==> src/rtl/mem_access_unit.sv <==
// mem_access_unit: MEM-stage byte/half/word load-store unit with read-modify-write sub-word stores
module mem_access_unit #(
   parameter int ADDR_W = 9
) (
   input  logic              clk,
   input  logic              reset,
   input  logic              req_valid,
   input  logic              req_write,
   input  logic [1:0]        req_size,
   input  logic              req_signed,
   input  logic [31:0]       req_addr,
   input  logic [31:0]       req_wdata,
   output logic              stall,
   output logic [31:0]       rdata,
   output logic              rdata_valid,
   output logic              misalign,
   output logic              mem_wen,
   output logic [ADDR_W-1:0] mem_addr,
   output logic [31:0]       mem_din,
   input  logic [31:0]       mem_dout
);
   typedef enum logic {IDLE, RMW_WR} state_t;
   state_t            state, state_next;
   logic [ADDR_W-1:0] rmw_addr;
   logic [31:0]       rmw_data, merged, shifted, load_val;
   logic [4:0]        sh_amt;
   logic              bad, load_ok, capture;
   logic              unused_addr;
   // Upper address bits are dropped so accesses wrap inside the memory.
   assign unused_addr = ^req_addr[31:ADDR_W+2];
   assign sh_amt = {req_addr[1:0], 3'b000};
   assign bad = (req_size == 2'b11) || (req_size == 2'b01 && req_addr[0]) ||
                (req_size == 2'b10 && req_addr[1:0] != 2'b00);
   assign shifted = mem_dout >> sh_amt;
   assign load_ok = state == IDLE && req_valid && !req_write && !bad;
   // Lane extraction with sign/zero extension; word loads pass through untouched.
   always_comb begin
      load_val = req_size == 2'b00 ? {{24{req_signed & shifted[7]}}, shifted[7:0]} :
                 req_size == 2'b01 ? {{16{req_signed & shifted[15]}}, shifted[15:0]} : mem_dout;
   end
   // Current memory word with the addressed lane(s) replaced by the store data.
   always_comb begin
      merged = req_size == 2'b00 ?
               (mem_dout & ~(32'h0000_00FF << sh_amt)) | ({24'd0, req_wdata[7:0]} << sh_amt) :
               (mem_dout & ~(32'h0000_FFFF << sh_amt)) | ({16'd0, req_wdata[15:0]} << sh_amt);
   end
   // Next state and memory/pipeline controls; stall and write drop as soon as reset asserts.
   always_comb begin
      state_next = state;
      stall      = 1'b0;
      mem_wen    = 1'b0;
      mem_addr   = req_addr[ADDR_W+1:2];
      mem_din    = req_wdata;
      capture    = 1'b0;
      if (state == RMW_WR) begin
         mem_addr   = rmw_addr;
         mem_din    = rmw_data;
         mem_wen    = !reset;
         state_next = IDLE;
      end else if (req_valid && req_write && !bad) begin
         if (req_size == 2'b10) begin
            mem_wen = !reset;
         end else begin
            stall      = !reset;
            capture    = 1'b1;
            state_next = RMW_WR;
         end
      end
   end
   // State register.
   always_ff @(posedge clk or posedge reset) begin
      if (reset) state <= IDLE;
      else       state <= state_next;
   end
   // Latch address and merged word during the read phase of a sub-word store.
   always_ff @(posedge clk or posedge reset) begin
      if (reset) begin
         rmw_addr <= '0;
         rmw_data <= '0;
      end else if (capture) begin
         rmw_addr <= req_addr[ADDR_W+1:2];
         rmw_data <= merged;
      end
   end
   // Registered load result and misalignment pulse.
   always_ff @(posedge clk or posedge reset) begin
      if (reset) begin
         rdata       <= '0;
         rdata_valid <= 1'b0;
         misalign    <= 1'b0;
      end else begin
         rdata_valid <= load_ok;
         misalign    <= state == IDLE && req_valid && bad;
         if (load_ok) rdata <= load_val;
      end
   end
endmodule

==> config.mk <==
export PLATFORM = sky130hd
export DESIGN_NAME = mem_access_unit
export DESIGN_NICKNAME = d
export VERILOG_FILES = /design/src/rtl/mem_access_unit.sv
export SDC_FILE = /design/constraint.sdc
export NUM_CORES = 1
export LEC_CHECK = 0
export CAP_MARGIN = 20
export CORE_UTILIZATION = 39
export CTS_CLUSTER_DIAMETER = 60
export DETAILED_ROUTE_END_ITERATION = 8
export HOLD_SLACK_MARGIN = 0.15
export PLACE_DENSITY = 0.79
export REMOVE_ABC_BUFFERS = 1
export SLEW_MARGIN = 20
export SYNTH_ARGS = -nofsm -noshare
export SYNTH_HDL_FRONTEND = slang
export SYNTH_SLANG_ARGS = --single-unit
==> constraint.sdc <==
create_clock -name clk -period 4.4 [get_ports clk]
set_input_delay 1.32 -clock clk [delete_from_list [all_inputs] [get_ports clk]]
set_output_delay 1.32 -clock clk [all_outputs]
set_load 0.01 [all_outputs]
# --- After elaboration in Yosys (flattened, before gate mapping) ---
# Index checks and enable logic that the tools add are counted.
# Widths: inputs -> output; s select.
totals:
  regBits: 76
  out_inout_bits: 77
  inputBits: 103
  elab_cells: 52
op_classes:
  reduce_logical: 15
  n_shift: 5
  n_bitwise: 9
  n_eq_ne: 3
  muxes: 14
ops:
  columns: ["cell", "n"]
  rows:
  - ["$mux 32", 4]
  - ["$and 32x32->32", 2]
  - ["$not 32->32", 2]
  - ["$or 32x32->32", 2]
  - ["$shl 16x5->32", 1]
  - ["$shl 16x5->32 const A", 1]
  - ["$shl 8x5->32", 1]
  - ["$shl 8x5->32 const A", 1]
  - ["$shr 32x5->16", 1]
  - ["$mux 1", 9]
  - ["$mux 9", 1]
  - ["$logic_and 1x1->1", 8]
  - ["$eq 2x2->1 const B", 2]
  - ["$logic_not 1->1", 3]
  - ["$and 1x1->1", 2]
  - ["$eq 2x1->1 const B", 1]
  - ["$logic_not 2->1", 1]
  - ["$logic_or 1x1->1", 2]
  - ["$reduce_bool 2->1", 1]
  - ["$not 1->1", 1]

# --- Logic depth before layout (Yosys ltp) ---
depth:
  depth_word: 8
  mapped_depth: 10
  ltp_nobuf: 7

# --- Least setup slack after synthesis ---
# OpenSTA, ideal clock, no wires.
synth_timing:
  path_type: "in2out"
  start: "input port reset"
  end: "output port stall"
  cell_stages: 2
  t_required_ns: 3.080
  n_path_buf: 0
  arrival_time_ns: 3.254
  slack_ns: -0.174
  path_cell_list: "inv_1 and2_1"
synth_between:
  elab_chain_len: 4
synth_rtl:
  columns: ["item", "line", "text"]
  rows:
  - ["from (decl)", "6", "input logic reset,"]
  - ["$logic_not 1->1 (no line)", null, null]
  - ["$mux 1", "61", "if (req_size == 2'b10) begin"]
  - ["$mux 1", "60", "end else if (req_valid && req_write && !bad) begin"]
  - ["$mux 1", "55", "if (state == RMW_WR) begin"]
  - ["to (decl)", "13", "output logic stall,"]
# No other way between the ends.

# --- Final worst setup path ---
layout_timing:
  start: "input port req_size[1]"
  end: "output port stall"
layout_between:
  elab_chain_len: 8
  elab_cells_between_ends: 12
  classes_between: "eq/ne: 3; mux: 3; reduce/logical: 6"
layout_rtl:
  columns: ["item", "line", "text"]
  rows:
  - ["from (decl)", "9", "input logic [1:0] req_size,"]
  - ["$eq 2x1->1", "32", "assign bad = (req_size == 2'b11) || (req_size == 2'b01 && req_addr[0]) ||"]
  - ["$logic_and 1x1->1", "32", null]
  - ["$logic_or 1x1->1 (2 in a row)", "32", null]
  - ["$logic_not 1->1", "60", null]
  - ["$logic_and 1x1->1", "60", null]
  - ["$mux 1 *", "60", null]
  - ["$mux 1 *", "55", null]
# Every way passes the cells marked *; elsewhere a longest branch is shown, timed or not.

==> results.md <==
- Outcome: complete, no violations
- Top delay family on crit path: buffers and inverters
- Synth-to-layout area growth: 43.75%
- Hold Path Stages: 2
- RSZ-0062 raised after global routing: false
- Max Fclk: 233.3 MHz
- CP Class: input port to primary output
- Worst-Skew Late Latency: 0.34 ns
- Avg Vias per Cell: 5.684
- Register bit total from synthesis: 76
- Worst hold path class: flop to flop
- DR DRC count: 0
- Worst path bufs/invs: 2
- Most frequent cell after synthesis: dfrtp_1
- Total power: 2.358 mW
- Hold Startpoint: rdata[6]
- Vias in the first global route: 4339
- Prevailing post-synth register cell: dfrtp_1
- Cell variety after synth: 44
- Max-Cap Viols: 0
- Final std cells w/o fill: 771
- Maximum VDD drop: 237.8 uV
- Internal power: 1.656 mW
- Setup TNS: 0 ns
- CP Launch Type: input port
- Row count: 38
- Pre-antenna DRT Iters: 9
- H-tree levels: 3
- Core box area: 11080 um^2
- Post-synth EDFFs: 0
- Most used cell along the critical path: clkdlybuf4s50_1
- Post-route ant nets: 0
- Synth top area cells: dfrtp_1, mux2_2, a21oi_1
- DR vias: 4382
- TritonCTS clock tree: yes
- Fin Clk Skew: 0.006536 ns
- Sequential share of power: 40.3%
- Post-synthesis instance total: 476
- Post-layout min period: 4.286 ns
- R2R depth: 6
- Layout cell share with drive strength beyond 1: 16.16%
- Crit-path max cell delay: 0.56 ns
- Yosys top cell by area: dfrtp_1
- Flop-to-flop setup slack: 2.15 ns
- Die area: 12010 um^2
- GRT Overall Usage: 25.71%
- Worst slew pin tran: 1.060 ns
- Pwr Density: 363.3 nW/um^2
- DIE WIDTH: 109.6 um
- Cell Area, Placed: 6225 um^2
- Mapped cell area: 4516 um^2
- Top Ports: 180
- Switching power: 702.3 uW
- Register area share after synthesis: 42.12%
- Comb power frac: 30.8%
- Peak fanout along the critical path: 2
- Worst reg2reg path endpoint: rdata[7]
- First-pass GRT wire length: 23.14 mm
- Worst path cell trace: clkdlybuf4s50_1 -> a21oi_2 -> and3_2 -> and2_1 -> clkdlybuf4s50_1
- Final period util: 97.41%
- Highest-delay cell along the critical path: clkdlybuf4s50_1
- Starting Density: 40.76%
- Initial DRC count: 463
- Post-route cell area: 6491 um^2
- Final Hold Fails: 0
- Most frequent cells after synthesis: dfrtp_1, a21oi_1, nor2_1
- Postcts setup bufs: 0
- Root Driver: clkbuf_16
- Initial antenna violation count: 0
- Worst Hold Endpoint: rdata[6]
- DP Cell Count: 755
- FFs w/ async S/R, synth: 100.0%
- DRT Wirelength: 14.88 mm
- Final setup violation count: 0
- Port Buffers: 158
- Sw frac: 29.78%
- Nets@finish: 733
- Pin count of the biggest net entering global routing: 77
- Yosys warnings: 0
- Worst-case clock buffer depth: 2
- Slew Limit Fails: 0
- CP Data Required Time: 3.08 ns
- CTS clock-pin slew for the worst setup and hold paths: 0.06 ns
- # diodes: 0
- DR WL/cell: 19.30 um
- Gpl congestion: 0.8403
- Fillers: 1003
- CP endpoint kind: primary output
- Share of the synthesized area in the top cell type: 42.12%
- R2R Path Start: state
- Layout Utilization: 58.60%
- Static Leak: 2.611 nW
- HPWL after DPL: 10.38 mm
- Clock sink count: 76
- Num CTS Buffers: 9
- Avg Cell Area, Syn: 9.487 um^2
- Global route total overflow: 0
- Die span in y: 109.6 um
- Slew margin rel.: 29.21%
- CP arrival: 2.97 ns
- Clk pwr share: 28.9%
## area by class of cell
type | instances | area (um^2) | area share (%)
Clock buffer | 14 | 254.0 | 3.913
Multi-Input combinational cell | 357 | 2415 | 37.20
Clock inverter | 2 | 10.01 | 0.1542
Timing Repair Buffer | 175 | 1707 | 26.29
Sequential cell | 76 | 1903 | 29.32
Tap cell | 140 | 175.2 | 2.699
Inverter | 7 | 27.53 | 0.4241
## cell families after synthesis
kind of cell             Yosys count  share of synthesized area, %
AO/OA/AOI/OAI                    169                         24.91
adder cells (fa/ha/maj)            4                         1.108
buffers and inverters             43                         4.433
flip-flops                        76                         42.12
multiplexers                      62                         15.16
AND/OR/NAND/NOR                  122                         12.27
## power by group through the flow
stage	Combinational, mW	Clock [mW]	Sequential, mW
finish	0.727	0.681	0.949
detailed placement	0.728	0	0.960
global placement	0.708	0	0.951
CTS	0.731	0.694	0.950
floorplan	0.303	0	0.970
global route	0.795	0.720	0.969
## worst max-delay path by stage
| stage | slack (ns) | cells after the start | to | start |
|---|---|---|---|---|
| final | 0.11 | 5 | stall | req_size[1] |
| after global routing | 0.06 | 5 | stall | req_size[1] |
| after CTS | 0.04 | 7 | mem_wen | req_addr[1] |
| after detailed placement | 0.06 | 7 | mem_wen | req_addr[1] |
| after global placement | 0.06 | 7 | mem_wen | req_addr[1] |
| after floorplan | -0.19 | 3 | stall | req_size[0] |
## metrics by stage
step           hold WS [ns]  setup WS [ns]
2_1_floorplan        0.4751        -0.1876
3_3_place_gp         0.4658        0.06008
3_5_place_dp         0.4780        0.06257
4_1_cts              0.4910        0.03792
5_1_grt              0.5223        0.05993
6_report             0.4930         0.1138
## metal layers
metal / vias to the layer above / part of all wire, % / track usage (%)
met3: 15 / 8.6 / 6.402
met4: 0 / 1.6 / 7.905
met1: 2128 / 41 / 33.20
li1: 2022 / - / -
met2: 217 / 48 / 42.36
met5: - / 0 / 0
## registers in the layout, indices dropped and copies added, names as in the netlist
register,flops
state,1
rmw_data,32
misalign,1
rdata_valid,1
rmw_addr,9
rdata,32
## placed cells by master (no fill, tap or decap), drive strengths merged, types with 11 or more instances in the layout
cell type and n:
a21oi 73, dfrtp 76, clkbuf 14, o21ai 32, buf 18, nor2 55, mux2i 11, mux2 51
nand2 35, a22oi 20, clkdlybuf4s50 156
## repair_timing
item | 4_1_cts | 5_1_grt
endpoints found under the setup margin | 0 | 1
hold buffers | 0 | 0
resized for setup | 0 | 1
## worst min-delay path, stage by stage (launching register included)
cell and delay [ns]:
dfrtp_1 0.35, nand2_1 0.05, o21ai_0 0.06
Note: power is estimated with default switching activity, not from simulation.
